==> config.mk <==
export PLATFORM = sky130hd
export DESIGN_NAME = word8_32bits_c
export DESIGN_NICKNAME = d
export VERILOG_FILES = /design/src/rtl/word8_32bits_c_pkg.sv /design/src/rtl/word8_32bits_c_hold_timer.sv /design/src/rtl/word8_32bits_c.sv
export SDC_FILE = /design/constraint.sdc
export NUM_CORES = 1
export LEC_CHECK = 0
export BUFFER_PORTS_ARGS = -buffer_cell sky130_fd_sc_hd__buf_2
export CORE_ASPECT_RATIO = 1.5
export CORE_MARGIN = 2
export CORE_UTILIZATION = 54
export CTS_CLUSTER_DIAMETER = 120
export DETAILED_ROUTE_END_ITERATION = 10
export PLACE_DENSITY = 0.78
export SYNTH_ARGS = -nofsm -noshare
export SYNTH_HDL_FRONTEND = slang
export SYNTH_SLANG_ARGS = --single-unit
==> constraint.sdc <==
create_clock -name clk_4f_c -period 2.3 [get_ports clk_4f_c]
set_input_delay 0.46 -clock clk_4f_c [delete_from_list [all_inputs] [get_ports clk_4f_c]]
set_output_delay 0.46 -clock clk_4f_c [all_outputs]
set_load 0.03 [all_outputs]
==> src/rtl/word8_32bits_c_pkg.sv <==
// Shared definitions for the byte-to-word deserializer: lane indexing,
// lane bit offsets inside the 32-bit word and controller states.
`timescale 1ns/1ps
package word8_32bits_c_pkg;

  localparam int BYTES_PER_WORD = 4;
  localparam int LANE_W         = 8;

  typedef logic [1:0] lane_idx_t;

  localparam lane_idx_t FIRST_LANE = 2'd0;
  localparam lane_idx_t LAST_LANE  = 2'(BYTES_PER_WORD - 1);

  // Stream is MSB-first, so lane 0 occupies the top byte of the word
  localparam logic [4:0] LANE0_LSB = 5'd24;
  localparam logic [4:0] LANE1_LSB = 5'd16;
  localparam logic [4:0] LANE2_LSB = 5'd8;
  localparam logic [4:0] LANE3_LSB = 5'd0;

  typedef enum logic {
    ST_IDLE,
    ST_COLLECT
  } ctrl_state_t;

  function automatic logic [4:0] lane_lsb(input lane_idx_t idx);
    lane_lsb = LANE3_LSB;
    case (idx)
      2'd0:    lane_lsb = LANE0_LSB;
      2'd1:    lane_lsb = LANE1_LSB;
      2'd2:    lane_lsb = LANE2_LSB;
      default: lane_lsb = LANE3_LSB;
    endcase
  endfunction

endpackage

==> src/rtl/word8_32bits_c_hold_timer.sv <==
// Presentation timer: keeps valid_out_c high for one clk_f period after
// each completed word, reloading seamlessly on back-to-back words.
`timescale 1ns/1ps
module word_hold_timer_c
  import word8_32bits_c_pkg::*;
(
  input  logic clk_4f_c,
  input  logic reset,
  input  logic load,
  output logic valid_out_c
);

  localparam logic [1:0] HOLD_RELOAD = 2'(BYTES_PER_WORD - 1);

  logic [1:0] hold_q;

  // The load edge itself is the first presentation cycle, hence reload of 3
  always_ff @(posedge clk_4f_c) begin
    if (reset) begin
      hold_q      <= 2'd0;
      valid_out_c <= 1'b0;
    end else if (load) begin
      hold_q      <= HOLD_RELOAD;
      valid_out_c <= 1'b1;
    end else if (hold_q != 2'd0) begin
      hold_q <= hold_q - 2'd1;
    end else begin
      valid_out_c <= 1'b0;
    end
  end

endmodule

==> src/rtl/word8_32bits_c.sv <==
// Byte-to-word deserializer on the 4x clock: rebuilds MSB-first 32-bit words,
// flags bursts ending mid-word and counts completed words.
`timescale 1ns/1ps
module word8_32bits_c
  import word8_32bits_c_pkg::*;
#(
  parameter int CNT_W = 8
) (
  input  logic             clk_4f_c,
  input  logic             reset,
  input  logic             valid_in,
  input  logic [7:0]       Data_in,
  output logic             valid_out_c,
  output logic [31:0]      Data_out_c,
  output logic             err_partial_c,
  output logic [CNT_W-1:0] word_cnt_c
);

  ctrl_state_t state_q, state_d;
  lane_idx_t   idx_q, idx_d;
  logic [31:0] asm_q, asm_d;
  logic        lane_we, clear_asm, complete, err_d;

  always_comb begin
    state_d   = state_q;
    idx_d     = idx_q;
    lane_we   = 1'b0;
    clear_asm = 1'b0;
    complete  = 1'b0;
    err_d     = 1'b0;
    case (state_q)
      ST_IDLE: begin
        if (valid_in) begin
          lane_we = 1'b1;
          idx_d   = FIRST_LANE + 2'd1;
          state_d = ST_COLLECT;
        end
      end
      ST_COLLECT: begin
        if (valid_in) begin
          lane_we = 1'b1;
          if (idx_q == LAST_LANE) begin
            complete = 1'b1;
            idx_d    = FIRST_LANE;
            state_d  = ST_IDLE;
          end else begin
            idx_d = idx_q + 2'd1;
          end
        end else begin
          // Burst dropped mid-word: discard the partial bytes
          err_d     = 1'b1;
          clear_asm = 1'b1;
          idx_d     = FIRST_LANE;
          state_d   = ST_IDLE;
        end
      end
      default: begin
        idx_d   = FIRST_LANE;
        state_d = ST_IDLE;
      end
    endcase
  end

  // The completing byte is merged combinationally so the word is registered
  // on the same edge that samples its last byte
  always_comb begin
    asm_d = asm_q;
    if (clear_asm) begin
      asm_d = '0;
    end else if (lane_we) begin
      asm_d[lane_lsb(idx_q) +: LANE_W] = Data_in;
    end
  end

  always_ff @(posedge clk_4f_c) begin
    if (reset) begin
      state_q       <= ST_IDLE;
      idx_q         <= FIRST_LANE;
      asm_q         <= '0;
      Data_out_c    <= '0;
      err_partial_c <= 1'b0;
      word_cnt_c    <= '0;
    end else begin
      state_q       <= state_d;
      idx_q         <= idx_d;
      err_partial_c <= err_d;
      if (complete) begin
        asm_q      <= '0;
        Data_out_c <= asm_d;
        word_cnt_c <= word_cnt_c + CNT_W'(1);
      end else begin
        asm_q <= asm_d;
      end
    end
  end

  word_hold_timer_c u_hold_timer (
    .clk_4f_c    (clk_4f_c),
    .reset       (reset),
    .load        (complete),
    .valid_out_c (valid_out_c)
  );

endmodule

==> results of run 1 <==
-- logic make-up (layout without fill, tap and decap cells) --
| family | Yosys count | count (layout) | synth area share, % |
|---|---|---|---|
| AOI/OAI and AO/OA | 83 | 83 | 20.4 |
| xor gates and xnor gates | 3 | 3 | 0.893 |
| adders and majority gates | 8 | 8 | 3.40 |
| DFF | 79 | 79 | 53.7 |
| and+or+nand+nor | 103 | 103 | 16.4 |
| muxes | 1 | 1 | 0.383 |
| buffers and inverters | 31 | 75 | 4.80 |
-- metal layers --
layer	wire [µm]	vias to the layer above	global-route usage, %
met1	2690	1151	24.5
met3	269	13	6.20
met5	0	-	0
li1	-	1195	-
met4	130	0	9.75
met2	3060	51	37.2
-- report_power, final --
group	switching, mW	internal (mW)	total (mW)
clock	0.437	0.438	0.876
sequential	0.0142	1.39	1.41
combinational	0.114	0.0743	0.188
-- layout make-up --
cell class / instances / area, µm²
fillers: 456 / 1840
flip-flops and latches: 79 / 1580
multi-input cells: 198 / 1220
repair buffers: 55 / 295
inverters: 6 / 22.5
clock inverters: 1 / 5.00
clock buffers: 13 / 159
well taps: 68 / 85.1
-- worst register-to-register path, cell delays in order, from the launching register on --
cell      delay, ns
dfxtp_1        0.45
inv_1          0.14
ha_1           0.46
and4b_1        0.49
a22oi_1        0.17
a211oi_1       0.26
-- flip-flops by register name, indices dropped and copies added (netlist names) --
register / flops
u_hold_timer.hold_q: 2
state_q: 1
word_cnt_c: 8
Data_out_c: 32
asm_q: 32
err_partial_c: 1
idx_q: 2
u_hold_timer.valid_out_c: 1
-- cell usage in the layout, fill, tap and decap left out --
cell type / count
nand4_1: 3
nand2_1: 16
and4b_1: 2
or2b_1: 1
a211oi_1: 26
or4_1: 2
buf_12: 1
clkinv_2: 1
nor3b_1: 1
and4bb_2: 2
xnor2_1: 1
o21a_1: 1
nor3_1: 1
clkbuf_1: 2
nor2_1: 58
or3_1: 4
nand3_1: 10
o21ai_0: 3
dfxtp_1: 79
a32oi_1: 24
xor2_1: 2
and3_2: 1
inv_1: 6
o31ai_1: 2
buf_2: 52
a21oi_1: 18
a21o_1: 1
a22oi_1: 8
clkbuf_8: 11
buf_4: 2
ha_1: 8
nand2b_1: 1
mux2_2: 1
nand3_4: 1
-- through the flow --
step,utilization [%],area [µm²],cells
floorplan,-,2940,308
global placement,61.6,3210,406
detailed placement,61.6,3210,406
CTS,64.7,3370,420
global route,64.7,3370,420
finish,64.7,3370,420
-- worst max path at each step --
stage / slack (ns) / cells after the start / endpoint
2_1_floorplan: 0.61 / 6 / Data_out_c[24]
3_3_place_gp: 0.39 / 5 / Data_out_c[4]
3_5_place_dp: 0.28 / 5 / Data_out_c[4]
4_1_cts: 0.26 / 4 / asm_q[30]
5_1_grt: 0.10 / 4 / asm_q[9]
6_report: 0.25 / 5 / Data_out_c[4]
==> impl_results.md, run 1 <==
- Drt drc: 0
- Max Slew Vio Count: 0
- Hold buffer count at CTS: 0
- Fmax: slightly below 0.5 GHz
- RSZ-0062 raised after global routing: no
- Post-synth EDFFs: 0
- Kind of end point of the critical path: flip-flop
- H-tree depth: 3
- Total core area: 5200 µm²
- First-pass GRT wire length: just over 10,000 µm
- Initial core utilization: between 50% and 60%
- Chip Width: approximately 64 µm
- Buffers and inverters on the worst path: 1
- Hold Crit Start: Data_out_c[17]
- Slew @ Worst Pin: just under 1 ns
- Synth Net Count: between 300 and 400
- Clock latency on the worst-skew pair: around 0.34 ns
- Largest delay share family, worst path: simple AND/OR/NAND/NOR gates
- RR Endpoint: Data_out_c[4]
- Register area share after synthesis: a little over half
- Vias: 2,410
- Wire length per cell: about 15 µm
- YS warnings: 0
- Top Ports: 53
- GR Util All Layers: between 20 and 25%
- DP Worst Slack: about 0.28 ns
- Overflow after GRT: 0
- Crit path cell chain: inv_1 -> ha_1 -> and4b_1 -> a22oi_1 -> a211oi_1
- Cell variety after synth: 32
- Initial antenna violation count: 0
- WHS Endpoint: Data_out_c[17]
- Count leader, synth: dfxtp_1
- Total die area: about 6000 µm²
- Post-DR vias/cell: roughly 5.7
- Clock sinks: 79
- Critical path class: reg -> reg
- Fin Clk Skew: about 0.007 ns
- Hpwl dp: approximately 4100 µm
- Min Tclk post-route: approximately 2.0 ns
- Slowest stage delay, CP: around 0.5 ns
- CTS Buffer Depth: 2
- # diodes: 0
- Crit path launch: idx_q[0]
- Hold depth: 2
- Layout cell share with drive strength beyond 1: between 20 and 25%
- Start of the worst register-to-register path: idx_q[0]
- Post-route ant nets: 0
- Vias in the first global route: about 2,200
- Cells after synthesis: slightly above 300
- Post_cts resized: 0
- Synth Flop Type: dfxtp_1
- Setup_tns: 0 ns
- Gpl congestion: about 0.76
- Syn_area_per_cell: 9.55 µm²
- Yosys top cell area share: 53.7%
- Peak supply drop: between 0.5 and 0.6 mV
- Synth Cell Area: a little under 3000 µm²
- Status: completed
- Slowest-stage cell, CP: and4b_1
- Asr flop ratio synth: 0%
- Starting DRT DRC Count: 90
- CTS Buf Count: 9
- Reg2Reg Setup Slack: approximately 0.25 ns
- Max-Cap Viols: 0
- Reg2Reg Depth: 5
- CP required: between 2 and 3 ns
- Most frequent cells after synthesis: dfxtp_1 (79), nor2_1 (58), a211oi_1 (26), a32oi_1 (24), a21oi_1 (18)
- FF+latch count, synth: slightly below 80
- Root Buffer: clkbuf_8
- Slew margin rel.: between 30% and 40%
- Biggest area consumer among synthesized cells: dfxtp_1
- Crit path DAT: between 2 and 2.5 ns
- Die Ht: between 90 and 100 µm
- Top post-synthesis cells by area: dfxtp_1 (54%), nor2_1 (7.4%), a32oi_1 (7.1%), a211oi_1 (6.6%), ha_1 (3.4%)
- # setup viols final: 0
- Pleak: 1.30 nW
- Port Buffer Count: 52
- Worst-case setup margin in the final layout: 0.254 ns
- Iteration count of the initial detailed-routing pass: 4
- CTS tree: built
- Largest net degree at the start of global routing: 59
- Startpoint types: flip-flop
- Fin. Hold Viols: 0
- Standard-cell rows: 32
- Crit share post-route: 89.0%
- Pwr/cell area: between 700 and 800 nW/µm²
- Area Overhead vs Synth: 14.5%
- Hold_ws: between 0.4 and 0.5 ns
- Post-CTS Setup Bufs: 0
- Worst min path class: reg -> reg
- CP max FO: 12
- Routed WL: 6150 µm
- NumNets Final: roughly 370
- Reg clk slew, reported paths: about 0.070 ns
- Tot Pwr: about 2.5 mW
(Power assumes the default switching activity.)
==> run 2: changes to the inputs <==
--- a/config.mk
+++ b/config.mk
@@ -8,8 +8,10 @@
 export BUFFER_PORTS_ARGS = -buffer_cell sky130_fd_sc_hd__buf_2
+export CELL_PAD_IN_SITES_DETAIL_PLACEMENT = 1
+export CELL_PAD_IN_SITES_GLOBAL_PLACEMENT = 2
 export CORE_ASPECT_RATIO = 1.5
 export CORE_MARGIN = 2
-export CORE_UTILIZATION = 54
+export CORE_UTILIZATION = 33
 export CTS_CLUSTER_DIAMETER = 120
 export DETAILED_ROUTE_END_ITERATION = 10
-export PLACE_DENSITY = 0.78
+export PLACE_DENSITY_LB_ADDON = 0.1
 export SYNTH_ARGS = -nofsm -noshare
==> constraint.sdc (replaced) <==
create_clock -name clk_4f_c -period 2.3 [get_ports clk_4f_c]
set_input_delay 0 -clock clk_4f_c [delete_from_list [all_inputs] [get_ports clk_4f_c]]
set_output_delay 0 -clock clk_4f_c [all_outputs]
set_load 0.03 [all_outputs]
==> run 2 against run 1 <==
Effect of this change:
- sequential power barely moved
- total power rose by 24%
- sequential share of layout area fell by 2.6 points
- flip-flop and latch count did not move
- clock power rose by 67%
- via count rose by 0.83%
- routed wire length rose by 23%
- register-to-register slack barely moved
- largest cell class unchanged
- highest routed layer unchanged
==> impl_results.md, run 2 (same netlist as run 1, synthesis figures left out) <==
- Routed WL: 7600 µm (+23%)
- Crit path DAT: 2.28 ns (about the same)
- Crit share post-route: 89.0% (about the same)
- Layout cell share with drive strength beyond 1: 21.6% (+1.2 points)
- Hold buffer count at CTS: 0 (unchanged)
- Wire length per cell: 16.3 µm (+11%)
- Int Pwr: 2.40 mW (+26%)
- Drt drc: 0 (unchanged)
- Reg clk slew, reported paths: 0.06 ns (about the same)
- Fin. Hold Viols: 0 (unchanged)
- Slew margin rel.: 66.9% (+32 points)
- Leading cell type in the layout, fill and taps excluded: dfxtp_1
- Port Buffer Count: 52 (unchanged)
- Clock latency on the worst-skew pair: 0.33 ns (about the same)
- Pwr/cell area: 860 nW/µm² (+17%)
- GR Util All Layers: 16.8% (-4.7 points)
- Number of fill cells in the layout: 1,050 (+130%)
- Vias in the first global route: 2,346 (+6.0%)
- Sw Share: 21.9% (-0.98 points)
- Total die area: 9700 µm² (+60%)
- Psw: 0.672 mW (+19%)
- Comb power frac: 6.6% (-1.0 points)
- CTS Buf Count: 9 (unchanged)
- Kind of end point of the critical path: flip-flop
- Overflow after GRT: 0 (unchanged)
- Setup_tns: 0 ns (unchanged)
- Critical path class: reg -> reg
- Sequential Power Share: 45.9% (-11 points)
- Hold_ws: 0.0365 ns (-0.419 ns)
- CTS tree: built
- RSZ-0062 raised after global routing: no
- Regs by FF count: Data_out_c (32), asm_q (32), word_cnt_c (8)
- Starting DRT DRC Count: 89 (-1.1%)
- Hpwl dp: 5250 µm (+27%)
- Clock sinks: 79 (unchanged)
- CP max FO: 12 (unchanged)
- Die Ht: 120 µm (+27%)
- Max-Cap Viols: 0 (unchanged)
- Post-CTS Setup Bufs: 0 (unchanged)
- Area Overhead vs Synth: 21.3%
- Iteration count of the initial detailed-routing pass: 4 (unchanged)
- Peak supply drop: 0.419 mV (-20%)
- CTS Buffer Depth: 2 (unchanged)
- Chip Width: 81.1 µm (+26%)
- NumNets Final: 370 (+0.54%)
- Pleak: 1.38 nW (+6.0%)
- Fin Clk Skew: 0.00627 ns (-0.000728 ns)
- Top Ports: 53 (unchanged)
- Status: completed
- Gpl congestion: 0.781 (+3.4%)
- Post-DR vias/cell: 5.21 (-9.1%)
- Clock power share: 47.5% (+12 points)
- Initial core utilization: 33.7% (-23 points)
- # diodes: 0 (unchanged)
- H-tree depth: 3 (unchanged)
- Vias: 2,430 (+0.83%)
- First-pass GRT wire length: 12,300 µm (+22%)
- Min Tclk post-route: 2.05 ns (-0.000231 ns)
- Most frequent cells in the layout: dfxtp_1 (79), nor2_1 (58), buf_2 (52)
- Root Buffer: clkbuf_16
- Startpoint types: flip-flop
- Post-route ant nets: 0 (unchanged)
- Slew @ Worst Pin: 0.495 ns (-0.488 ns)
- Post_cts resized: 0 (unchanged)
- CP required: 2.54 ns (about the same)
- Largest net degree at the start of global routing: 35 (-41%)
- Initial antenna violation count: 0 (unchanged)
- Worst min path class: in -> reg
- # setup viols final: 0 (unchanged)
- Max Slew Vio Count: 0 (unchanged)
- Fmax: 0.489 GHz (about the same)
- Total core area: 8720 µm² (+68%)
- Standard-cell rows: 42 (+31%)
-- run 2: cell types whose count changed in the layout (fill, tap and decap cells not counted), sizes merged --
cell | before | now
buf | 55 | 57
bufinv | 0 | 1
clkinv | 1 | 2
-- run 2: power groups by stage --
stage / Combinational, mW / Clock [mW] / Sequential, mW
floorplan: 0.143 / 0 / 1.44
global placement: 0.200 / 0 / 1.44
detailed placement: 0.206 / 0 / 1.44
CTS: 0.208 / 1.49 / 1.41
global route: 0.224 / 1.55 / 1.41
finish: 0.203 / 1.46 / 1.41
-- run 2: routing by layer --
metal  wire length [µm]  global-route usage, %  vias to the layer above
met5                  0                      0                        -
met4                144                   7.94                        0
met3                262                   3.08                       12
met2               3810                   27.6                       48
met1               3380                   20.8                     1167
li1                   -                      -                     1203
-- run 2: worst max-delay path, cell delays in order, from the launching register on --
cell and delay, ns:
dfxtp_1 0.44, inv_1 0.14, ha_1 0.47, and4b_1 0.52, a22oi_1 0.14, a211oi_1 0.25
-- run 2: final timing paths --
path / slack [ns] / start / to / cells after the start
setup reg to reg: 0.25 / idx_q[0] / Data_out_c[6] / 5
hold / removal: 0.04 / Data_in[6] / asm_q[22] / 3
hold reg to reg: 0.45 / Data_out_c[18] / Data_out_c[18] / 2
setup / recovery: 0.25 / idx_q[0] / Data_out_c[6] / 5
-- run 2: layout make-up --
| type | count | area, µm² | area share [%] |
|---|---|---|---|
| Sequential cell | 79 | 1580 | 44.3 |
| Multi-Input combinational cell | 198 | 1220 | 34.2 |
| Timing Repair Buffer | 57 | 298 | 8.34 |
| Clock buffer | 13 | 270 | 7.57 |
| Tap cell | 110 | 138 | 3.85 |
| Clock inverter | 3 | 40.0 | 1.12 |
| Inverter | 6 | 22.5 | 0.631 |
-- run 2: per-stage QoR --
step	instances	utilization [%]	cell area (µm²)	power [mW]	worst slack, ns
after detailed placement	450	37.4	3260	1.65	0.280
after global routing	466	40.9	3570	3.18	0.0991
final	466	40.9	3570	3.07	0.254
after CTS	466	40.9	3570	3.11	0.257
after global placement	450	37.4	3260	1.64	0.366
after floorplan	308	-	2940	1.58	0.613
